`src/rtl/fetch_pkg.sv`:
```
// Shared types and constants for the RV32I instruction fetch stage.
package fetch_pkg;

    localparam int ADDR_W  = 32;
    localparam int INSTR_W = 32;

    localparam logic [INSTR_W-1:0] NOP_INSTR = 32'h0000_0013;

    typedef enum logic [2:0] {
        IDLE,
        REQ,
        WAIT,
        HOLD,
        DRAIN
    } fetch_state_e;

    typedef struct packed {
        logic [INSTR_W-1:0] instr;
        logic [ADDR_W-1:0]  pc;
        logic [ADDR_W-1:0]  pc_plus4;
    } fetch_bundle_t;

endpackage

```
`src/rtl/fetch_skid_buffer.sv`:
```
// One-entry holding register for a fetched bundle that arrived while decode was stalled.
module fetch_skid_buffer
    import fetch_pkg::*;
(
    input  logic          clk,
    input  logic          rst_n,
    input  logic          load,
    input  fetch_bundle_t load_data,
    input  logic          unload,
    input  logic          clear,
    output logic          full,
    output fetch_bundle_t data
);

    always_ff @(posedge clk or negedge rst_n) begin
        if (!rst_n) begin
            full <= 1'b0;
            data <= '{instr: NOP_INSTR, pc: '0, pc_plus4: '0};
        end else if (clear || unload) begin
            full <= 1'b0;
        end else if (load) begin
            full <= 1'b1;
            data <= load_data;
        end
    end

endmodule

```
`src/rtl/instr_fetch_stage.sv`:
```
// Fetch stage: owns the PC, runs one word fetch at a time over req/gnt/rvalid and hands
// {instr, pc, pc+4} to decode, absorbing decode stalls and execute-stage redirects.
module instr_fetch_stage
    import fetch_pkg::*;
#(
    parameter int                    ADDR_WIDTH  = 32,
    parameter int                    INSTR_WIDTH = 32,
    parameter logic [ADDR_WIDTH-1:0] RESET_PC    = '0
) (
    input  logic                   clk,
    input  logic                   rst_n,
    output logic                   imem_req,
    output logic [ADDR_WIDTH-1:0]  imem_addr,
    input  logic                   imem_gnt,
    input  logic                   imem_rvalid,
    input  logic [INSTR_WIDTH-1:0] imem_rdata,
    input  logic                   redirect,
    input  logic [ADDR_WIDTH-1:0]  redirect_pc,
    input  logic                   id_ready,
    output logic                   id_valid,
    output logic [INSTR_WIDTH-1:0] id_instr,
    output logic [ADDR_WIDTH-1:0]  id_pc,
    output logic [ADDR_WIDTH-1:0]  id_pc_plus4,
    output fetch_state_e           dbg_state
);

    // Handshakes: imem_req stays high until a cycle with imem_gnt, and imem_rvalid is never
    // stalled. A decode transfer happens on an edge with id_valid && id_ready; until then
    // id_valid and the id_* bundle stay stable unless a redirect squashes them.

    fetch_state_e          state, state_d;
    logic [ADDR_WIDTH-1:0] pc, inflight_pc;
    fetch_bundle_t         out_q, skid_data, fetched;
    logic                  do_redirect, outstanding;
    logic                  load_out, load_skid, unload_skid, pc_inc, take_gnt, skid_full;

    assign do_redirect = redirect && (state != IDLE);
    assign fetched     = {imem_rdata, inflight_pc, inflight_pc + ADDR_WIDTH'(4)};

    assign imem_req    = (state == REQ);
    assign imem_addr   = pc;
    assign id_instr    = out_q.instr;
    assign id_pc       = out_q.pc;
    assign id_pc_plus4 = out_q.pc_plus4;
    assign dbg_state   = state;

    always_ff @(posedge clk or negedge rst_n) begin
        if (!rst_n) state <= IDLE;
        else        state <= state_d;
    end

    always_comb begin
        state_d     = state;
        load_out    = 1'b0;
        load_skid   = 1'b0;
        unload_skid = 1'b0;
        pc_inc      = 1'b0;
        take_gnt    = 1'b0;
        outstanding = 1'b0;
        unique case (state)
            IDLE: state_d = REQ;
            REQ: begin
                if (imem_gnt) begin
                    take_gnt = 1'b1;
                    state_d  = WAIT;
                end
            end
            WAIT: begin
                if (imem_rvalid) begin
                    pc_inc = 1'b1;
                    if (!id_valid || id_ready) begin
                        load_out = 1'b1;
                        state_d  = REQ;
                    end else begin
                        load_skid = 1'b1;
                        state_d   = HOLD;
                    end
                end
            end
            HOLD: begin
                // An empty skid here cannot normally happen; leaving HOLD keeps fetch alive.
                if (id_ready || !skid_full) begin
                    unload_skid = skid_full;
                    state_d     = REQ;
                end
            end
            DRAIN: begin
                if (imem_rvalid) state_d = REQ;
            end
            default: state_d = IDLE;
        endcase
        // A redirect squashes everything; DRAIN absorbs the response of a fetch still in flight.
        if (do_redirect) begin
            load_out    = 1'b0;
            load_skid   = 1'b0;
            unload_skid = 1'b0;
            pc_inc      = 1'b0;
            outstanding = (state == REQ   &&  imem_gnt)    ||
                          (state == WAIT  && !imem_rvalid) ||
                          (state == DRAIN && !imem_rvalid);
            state_d     = outstanding ? DRAIN : REQ;
        end
    end

    always_ff @(posedge clk or negedge rst_n) begin
        if (!rst_n) begin
            pc          <= RESET_PC;
            inflight_pc <= RESET_PC;
            out_q       <= '{instr: NOP_INSTR, pc: '0, pc_plus4: '0};
            id_valid    <= 1'b0;
        end else begin
            if (do_redirect)  pc <= redirect_pc & ~ADDR_WIDTH'(3);
            else if (pc_inc)  pc <= pc + ADDR_WIDTH'(4);

            if (take_gnt) inflight_pc <= pc;

            if (load_out)         out_q <= fetched;
            else if (unload_skid) out_q <= skid_data;

            if (do_redirect)                    id_valid <= 1'b0;
            else if (load_out || unload_skid)   id_valid <= 1'b1;
            else if (id_ready)                  id_valid <= 1'b0;
        end
    end

    fetch_skid_buffer u_skid (
        .clk       (clk),
        .rst_n     (rst_n),
        .load      (load_skid),
        .load_data (fetched),
        .unload    (unload_skid),
        .clear     (do_redirect),
        .full      (skid_full),
        .data      (skid_data)
    );

endmodule

```
`config.mk`:
```
export PLATFORM = sky130hd
export DESIGN_NAME = instr_fetch_stage
export DESIGN_NICKNAME = d
export VERILOG_FILES = /design/src/rtl/fetch_pkg.sv /design/src/rtl/fetch_skid_buffer.sv /design/src/rtl/instr_fetch_stage.sv
export SDC_FILE = /design/constraint.sdc
export NUM_CORES = 1
export LEC_CHECK = 0
export BUFFER_PORTS_ARGS = -buffer_cell sky130_fd_sc_hd__buf_2
export CORE_UTILIZATION = 30
export CTS_CLUSTER_SIZE = 8
export DETAILED_ROUTE_END_ITERATION = 7
export PLACE_DENSITY = 0.47
export SLEW_MARGIN = 20
export SYNTH_ARGS = -nofsm -noshare
export SYNTH_HDL_FRONTEND = slang
export SYNTH_SLANG_ARGS = --single-unit
```
`constraint.sdc`:
```
create_clock -name clk -period 1.8 [get_ports clk]
set_clock_uncertainty 0.05 [all_clocks]
set_input_delay 0.18 -clock clk [delete_from_list [all_inputs] [get_ports clk]]
set_output_delay 0.18 -clock clk [all_outputs]
set_load 0.01 [all_outputs]
```
==> results of run 1 <==
final cells by class:
type                       count  area share, %
inverter                       7          0.163
timing repair buffer         412           20.8
multi-input combinational    847           30.5
clock buffer                  43           6.01
tap                          468           3.63
clock inverter                 2          0.155
sequential                   249           38.7
cells by family after synthesis:
group                      after synthesis
and+or+nand+nor                        556
adders and majority gates                2
AOI/OAI and AO/OA                      190
muxes                                   41
xor gates and xnor gates                52
other                                    1
DFF                                    249
buffers and inverters                   87
how the worst min path moves through the flow:
stage / depth (start not counted) / to / from / slack, ps
2_1_floorplan: 0 / dbg_state[0] / rst_n / -170
3_3_place_gp: 1 / id_instr[21] / rst_n / 30
3_5_place_dp: 1 / id_instr[21] / rst_n / 40
4_1_cts: 2 / id_instr[25] / rst_n / 90
5_1_grt: 2 / id_instr[25] / rst_n / 110
6_report: 2 / id_instr[28] / rst_n / 90
through the flow:
stage	hold WS (ps)	setup slack, ps	power (mW)	cell area, µm²
floorplan	-166	-136	12.2	11200
global placement	30.7	-102	16.5	13600
detailed placement	38.5	-113	16.5	13600
CTS	87.6	-64.8	23.0	15400
global route	107	-132	24.7	16100
finish	88.3	-77.6	23.3	16100
sequential cells by signal, indices dropped and copies added, names as in the netlist:
signal and flops:
id_pc 30, u_skid.data 92, id_pc_plus4 30, u_skid.full 1, dbg_state 3, inflight_pc 30
imem_addr 30, id_valid 1, id_instr 32
metal layers:
metal  wire length, µm  GRT usage, %  up-vias
met5                 0             0        -
met4               757          4.93        0
met3              1650          2.88       60
met2             17200          28.3      231
met1             18500          27.3     4793
li1                  -             -     4728
layout by cell type (no fill, tap or decap), drive strengths merged, types with 2 or more instances in the layout:
cell	n
nand2	395
buf	337
dfrtp	243
o21ai	72
dlygate4sd3	65
nor2	56
clkbuf	53
a22oi	42
mux2	39
xor2	27
xnor2	25
a31oi	22
nand3	21
o22ai	21
a21oi	20
nand4	19
and3	15
nor3	10
and4	9
and2	9
nor4	8
inv	7
conb	6
dfstp	6
or3	3
or2	3
nor2b	2
a221o	2
mux2i	2
ha	2
nand2b	2
and4bb	2
o21a	2
clkinv	2
synth_stat cells (3+ instances only):
library cell  count  area share [%]
a21oi_1          20            0.90
a22oi_1          42             2.8
a31oi_1          22             1.2
and2_1            8            0.45
and3_1           15            0.84
and4_1            9            0.71
buf_1             6            0.20
buf_2            24             1.1
buf_4             7            0.47
clkbuf_1         41             1.4
dfrtp_1         243              54
dfstp_2           6             1.4
inv_1             7            0.24
mux2_2           33             3.3
mux2_4            6            0.81
nand2_1         394              13
nand3_1          20            0.90
nand4_1          18             1.0
nor2_1           56             1.9
nor3_1            9            0.40
nor4_1            6            0.34
o21ai_0          63             2.8
o21ai_1           9            0.40
o22ai_1          21             1.2
or3_1             3            0.17
xnor2_1          25             2.0
xor2_1           27             2.1
power by group:
group	switching, mW	internal [mW]
Clock	2.41	3.75
Sequential	1.25	7.28
Combinational	4.60	4.02
Total	8.26	15.1
worst reg2reg max path, cell delays in order, from the launching register on:
cell	delay, ps
dfrtp_2	410
nand2b_4	140
or4_4	540
buf_16	210
mux2_4	300
nand2_1	60
o21ai_1	60
timing repair:
item / in CTS / in global routing
buffers inserted: 3 / 10
setup endpoints to repair: 69 / 189
hold buffers: 65 / 0
resized for setup: 20 / 87
cloned: 2 / 14
pin swaps: 3 / 32
endpoints found under the hold margin: 341 / 0
==> results.json, run 1 <==
{
  "cp_max_fo": 8,
  "max_freq_mhz": 533,
  "viasPerCell": 4.84,
  "cp_num_buf_inv": 1,
  "synth_top_family_by_area": "simple AND/OR/NAND/NOR gates",
  "dp_hpwl_mm": 24.0,
  "fin_tns_setup_ps": -2080,
  "ys.flop_type": "dfrtp_1",
  "final_layout_size_suffix_gt1_share_pct": 32.2,
  "grt_max_degree": 71,
  "synthDistinctLibCells": 57,
  "crit_slowest_cell": "or4_4",
  "yosys.area_share.simple_pct": 21.6,
  "multi_input_area_mm2": 0.00492,
  "syn_inst": 1178,
  "die_h_um": 195,
  "drtAntennaViolNets": 0,
  "place.port_buffers": 194,
  "syn2layout_area_growth_pct": 44.4,
  "status": "finished with violations",
  "initial_core_util_pct": 30.5,
  "crit_arrival_ps": 2210,
  "fp.dieW_um": 195,
  "drt_iter0_drc": 491,
  "cts.sinks": 249,
  "final_hold_viol_count": 0,
  "synthXorXnorAreaFrac_pct": 4.08,
  "synth-seq-cells": 249,
  "cts.clk_slew.worst_paths_ps": 50,
  "cts_max_path_buffers": 3,
  "cpPeakStageDelay_ps": 540,
  "reg2reg_from": "dbg_state[2]",
  "pin_count": 203,
  "crit_start": "dbg_state[2]",
  "synthMuxAreaShare_pct": 4.31,
  "cp_data_required_time_ps": 2140,
  "drcViolationCount": 0,
  "die_area_mm2": 0.0380,
  "synth-compound-area-share_pct": 10.4,
  "antenna_found_initial": 0,
  "final.min_clock_period_ps": 1880,
  "num-nets-final": 1626,
  "post_drt_wl_per_cell_um": 18.8,
  "crit_type": "register to register",
  "async_flop_share_pct": 100,
  "setup_viol": 71,
  "max-cap-violations": 0,
  "cts_buffers": 37,
  "crit_path_end": "id_pc_plus4[19]",
  "critPathTopFamily": "simple AND/OR/NAND/NOR gates",
  "violations": "setup timing",
  "leakage_nw": 7.92,
  "final_cells": 2028,
  "critPathLaunchType": "register",
  "wl_mm": 38.0,
  "firstDrtPassIters": 5,
  "rrSetupSlack_ps": -80,
  "clockRootBuffer": "clkbuf_16",
  "place.gp.congestion": 0.840,
  "vias": 9812,
  "layout_setup_ws_ps": -77.6,
  "gr-total-overflow": 0,
  "dp_cells": 1889,
  "cts_tree": "built",
  "fin_util_pct": 44.1,
  "rsz0062_at_grt": "true",
  "htreeDepth": 2,
  "drv_slew": 0,
  "rows": 70,
  "grt_pass1_vias": 9494,
  "avgSynthCellArea_um2": 9.48,
  "register_area_mm2": 0.00624,
  "synth_fa_ha_area_share_pct": 0.224,
  "ys_warn_count": 0,
  "grt_usage_pct": 18.6,
  "crit_cells": 6,
  "worstSkewPairLatency_ps": 510,
  "antenna_cells": 0,
  "reg2regPathDepth": 6,
  "ys_seq_area_share_pct": 55.9,
  "hold_path_class": "input port to asynchronous set/reset pin",
  "ir_worst_vdd_uv": 662,
  "worst_setup_path_end_kind": "register",
  "synth_enable_flop_cells": 0,
  "crit_chain": "nand2b_4 > or4_4 > buf_16 > mux2_4 > nand2_1 > o21ai_1",
  "fill_cells": 3601,
  "reg2reg_to": "id_pc_plus4[19]",
  "fin_crit_sh_pct": 104,
  "core-area_mm2": 0.0366,
  "power.density_mw_per_mm2": 1450,
  "syn_area_mm2": 0.0112,
  "grt_pass1_wl_mm": 55.1
}
Power figures use the tool's default switching activity.
==> run 2: changes to the inputs <==
PLACE_DENSITY = 0.45   (was 0.47)
RECOVER_POWER = 25   (was default)
clock period = 2.2 ns   (was 1.8 ns; I/O delays follow)
==> results.json, run 2 (same netlist as run 1, synthesis figures left out) <==
{
  "final_layout_size_suffix_gt1_share_pct": 24.6,
  "drcViolationCount": 0,
  "post_drt_wl_per_cell_um": 17.3,
  "num-nets-final": 1537,
  "cts.sinks": 249,
  "internal-power_mw": 11.8,
  "clockRootBuffer": "clkbuf_16",
  "place.gp.congestion": 0.782,
  "hold_start": "imem_rvalid",
  "reg2reg_to": "imem_addr[9]",
  "crit_slowest_cell": "o21a_1",
  "cp_max_fo": 19,
  "place.port_buffers": 194,
  "fin_util_pct": 40.3,
  "grt_pass1_wl_mm": 54.0,
  "dp_hpwl_mm": 22.9,
  "antenna_cells": 0,
  "drt_iter0_drc": 529,
  "p_seq_share_pct": 39.8,
  "mostFrequentLayoutCells": "nand2_1, dfrtp_1, buf_2",
  "fin_crit_sh_pct": 92.4,
  "final_hold_viol_count": 0,
  "place_area_mm2": 0.0130,
  "initial_core_util_pct": 30.5,
  "cp_num_buf_inv": 1,
  "grt_max_degree": 94,
  "firstDrtPassIters": 5,
  "worst_setup_path_end_kind": "register",
  "worst_pin_slew_ps": 1530,
  "fin_tns_setup_ps": 0,
  "pwr-share-clk_pct": 29.1,
  "min_to": "dbg_state[2]",
  "htreeDepth": 2,
  "status": "finished with violations",
  "comb_power_share_pct": 31.1,
  "final.min_clock_period_ps": 2030,
  "violations": "capacitance limit, slew limit",
  "cts.clk_slew.worst_paths_ps": 50,
  "viasPerCell": 4.79,
  "reg2reg_from": "dbg_state[0]",
  "final_cell_area_mm2": 0.0148,
  "drtAntennaViolNets": 0,
  "power.density_mw_per_mm2": 1220,
  "fill_cells": 3685,
  "rrSetupSlack_ps": 170,
  "hold_path_class": "input port to register",
  "largest_register_ffs": 92,
  "place_ws_ps": 119,
  "final_common_cell": "nand2_1",
  "rsz0062_at_grt": "false",
  "antenna_found_initial": 0,
  "cts_buffers": 37,
  "pin_count": 203,
  "swShare_pct": 34.7,
  "relSlewSlack_pct": -2.02,
  "leakage_nw": 7.26,
  "grt_usage_pct": 18.0,
  "crit_chain": "buf_4 > or2_2 > o21a_1 > a221o_1",
  "drv_slew": 53,
  "max-cap-violations": 1,
  "gr-total-overflow": 0,
  "setup_viol": 0,
  "whs_path_depth": 3,
  "crit_arrival_ps": 2370,
  "layout_setup_ws_ps": 168,
  "rows": 70,
  "worstSkewPairLatency_ps": 510,
  "syn2layout_area_growth_pct": 32.1,
  "regMostFlops": "u_skid.data",
  "cpPeakStageDelay_ps": 480,
  "cts_max_path_buffers": 3,
  "grt_pass1_vias": 9314,
  "vias": 9321,
  "cts_tree": "built",
  "crit_type": "register to register",
  "core-area_mm2": 0.0366,
  "critPathLaunchType": "register",
  "switchingPower_mw": 6.27,
  "cp_data_required_time_ps": 2540,
  "ir_worst_vdd_uv": 698,
  "wl_mm": 33.7,
  "die_h_um": 195,
  "critPathTopFamily": "compound AO/OA/AOI/OAI gates",
  "fp.dieW_um": 195,
  "reg2regPathDepth": 4,
  "max_freq_mhz": 492,
  "die_area_mm2": 0.0380
}
run 2: cell type report:
type | instances | area, µm² | area share (%)
clock buffer | 48 | 1020 | 6.91
clock inverter | 2 | 38.8 | 0.263
inverter | 7 | 26.3 | 0.178
multi-input combinational | 847 | 4580 | 31.1
sequential | 249 | 6240 | 42.3
tap | 468 | 586 | 3.97
timing repair buffer | 323 | 2260 | 15.3
run 2: worst max path at each step:
stage / startpoint / end / slack, ps / cells after the start
final: dbg_state[0] / imem_addr[9] / 170 / 4
after global routing: inflight_pc[2] / u_skid.data[24] / 20 / 6
after global placement: dbg_state[1] / id_pc_plus4[6] / 130 / 4
after detailed placement: dbg_state[1] / id_pc_plus4[6] / 120 / 4
after CTS: dbg_state[1] / id_pc_plus4[6] / 110 / 4
after floorplan: dbg_state[2] / id_pc_plus4[24] / 190 / 7
run 2: power groups by stage:
stage / combinational [mW] / sequential [mW] / clock [mW]
after floorplan: 2.45 / 7.50 / 0
after global placement: 5.56 / 7.26 / 0
after detailed placement: 5.60 / 7.27 / 0
after CTS: 5.71 / 7.21 / 5.42
after global routing: 6.21 / 7.41 / 5.61
final: 5.61 / 7.19 / 5.26
run 2: per-layer routing:
metal	share of wire (%)	GRT usage, %	wire length [µm]	up-vias
met5	0	0	0	-
met2	45	27.8	15200	222
met3	4.2	2.95	1420	42
met4	2.0	4.75	681	0
met1	49	26.1	16400	4518
li1	-	-	-	4539
run 2: per-stage QoR:
| stage | cells | hold WS [ps] | total power [mW] |
|---|---|---|---|
| finish | 1944 | 43.3 | 18.1 |
| global route | 1944 | 60.8 | 19.2 |
| CTS | 1943 | 9.75 | 18.3 |
| detailed placement | 1829 | 137 | 12.9 |
| global placement | 1829 | 133 | 12.8 |
| floorplan | 1183 | -126 | 9.94 |
run 2: timing repair:
action / CTS / global route
hold buffers: 64 / 0
gates resized for setup: 0 / 0
endpoints found under the hold margin: 144 / 0
endpoints found under the setup margin: 0 / 1
buffers inserted: 0 / 1
run 2: worst register-to-register path, cell delays in order, from the launching register on:
cell and delay (ps):
dfrtp_1 410, buf_4 170, or2_2 340, o21a_1 480, a221o_1 470
==> run 3: changes to the inputs <==
CTS_BUF_LIST = sky130_fd_sc_hd__clkbuf_16   (was default)
==> results.json, run 3 (same netlist as run 1, synthesis figures left out) <==
{
  "status": "finished with violations",
  "violations": "capacitance limit, slew limit",
  "final_cell_area_mm2": 0.0147,
  "cts.sinks": 249,
  "crit_cells": 4,
  "place.gp.congestion": 0.782,
  "fin_crit_sh_pct": 92.8,
  "cts_max_path_buffers": 3,
  "multi_input_area_mm2": 0.00458,
  "hold_path_class": "input port to register",
  "drcViolationCount": 0,
  "place.port_buffers": 194,
  "syn2layout_area_growth_pct": 32.0,
  "gr-total-overflow": 0,
  "rsz0062_at_grt": "false",
  "die_area_mm2": 0.0380,
  "num-nets-final": 1537,
  "core-area_mm2": 0.0366,
  "ir_worst_vdd_uv": 697,
  "rows": 70,
  "crit_chain": "buf_4 > or2_2 > o21a_1 > a221o_1",
  "ctsResizeCount": 0,
  "final_layout_size_suffix_gt1_share_pct": 24.5,
  "crit_arrival_ps": 2380,
  "cp_num_buf_inv": 1,
  "pin_count": 203,
  "largest_register_ffs": 92,
  "final.min_clock_period_ps": 2040,
  "wl_mm": 33.7,
  "firstDrtPassIters": 4,
  "cts_buffers": 37,
  "htreeDepth": 2,
  "whs_ps": 31.6,
  "critPathTopFamily": "compound AO/OA/AOI/OAI gates",
  "clockRootBuffer": "clkbuf_16",
  "worst_setup_path_end_kind": "register",
  "setup_viol": 0,
  "drtAntennaViolNets": 0,
  "cts_tree": "built",
  "fin_util_pct": 40.3,
  "reg2regPathDepth": 4,
  "final_cells": 1944,
  "final_common_cell": "nand2_1",
  "drt_iter0_drc": 487,
  "max-cap-violations": 1,
  "crit_type": "register to register",
  "dp_hpwl_mm": 22.9,
  "post_drt_wl_per_cell_um": 17.3,
  "viasPerCell": 4.80,
  "cp_data_required_time_ps": 2540,
  "antenna_found_initial": 0,
  "grt_max_degree": 94,
  "relSlewSlack_pct": -1.28,
  "grt_pass1_wl_mm": 54.0,
  "whs_path_depth": 3,
  "place_area_mm2": 0.0130,
  "cp_max_fo": 19,
  "vias": 9328,
  "mostFrequentLayoutCells": "nand2_1, dfrtp_1, buf_2",
  "dp_cells": 1829,
  "grt-busiest-layer": "met2",
  "leakage_nw": 7.29,
  "grt_pass1_vias": 9314,
  "initial_core_util_pct": 30.5,
  "power_mw": 18.0,
  "layout_setup_ws_ps": 158,
  "drv_slew": 53,
  "worst_pin_slew_ps": 1520,
  "fill_cells": 3688,
  "globalRouteMet3Util_pct": 2.95,
  "place_ws_ps": 119,
  "grtUsageMet1_pct": 26.1,
  "power.density_mw_per_mm2": 1220,
  "max_freq_mhz": 490,
  "grt_usage_pct": 18.0,
  "final_hold_viol_count": 0,
  "grt_use_met2_pct": 27.8,
  "fp.dieW_um": 195,
  "die_h_um": 195,
  "worstSkewPairLatency_ps": 510,
  "fin_tns_setup_ps": 0,
  "cpPeakStageDelay_ps": 480,
  "cts.clk_slew.worst_paths_ps": 60,
  "register_area_mm2": 0.00624,
  "crit_slowest_cell": "o21a_1",
  "regMostFlops": "u_skid.data",
  "critPathLaunchType": "register",
  "antenna_cells": 0
}
==> run 3: worst min-delay path, cell delays in order <==
cell	delay (ps)
buf_2	140
or3_1	120
a21oi_1	60
==> run 3: worst paths after layout <==
check / slack (ps) / end / from
setup / recovery: 160 / imem_addr[9] / dbg_state[0]
setup reg to reg: 160 / imem_addr[9] / dbg_state[0]
max in group asynchronous: 370 / u_skid.data[80] / rst_n
min in group asynchronous: 560 / id_instr[22] / rst_n
hold reg to reg: 410 / id_instr[4] / id_instr[4]
hold / removal: 30 / dbg_state[2] / imem_rvalid
==> run 3: what timing repair did <==
action / in CTS / in global routing
setup endpoints to repair: 0 / 1
hold buffers: 64 / 0
buffers inserted: 0 / 1
endpoints found under the hold margin: 144 / 0
==> run 3: metal layers <==
layer / vias to the layer above / part of all wire [%]
met5: - / 0
met4: 0 / 2.0
met3: 42 / 4.3
met2: 212 / 45
met1: 4537 / 48
li1: 4537 / -
==> run 3: report_power, final <==
part | switching [mW] | total, mW | internal (mW)
sequential | 1.24 | 7.19 | 5.95
clock | 1.96 | 5.20 | 3.23
combinational | 3.07 | 5.61 | 2.54
==> run 3: final cells by class <==
class	instances	share of cell area, %
Clock buffer	39	6.62
Clock inverter	11	0.492
Inverter	7	0.178
Multi-Input combinational cell	847	31.1
Sequential cell	249	42.3
Tap cell	468	3.97
Timing Repair Buffer	323	15.3
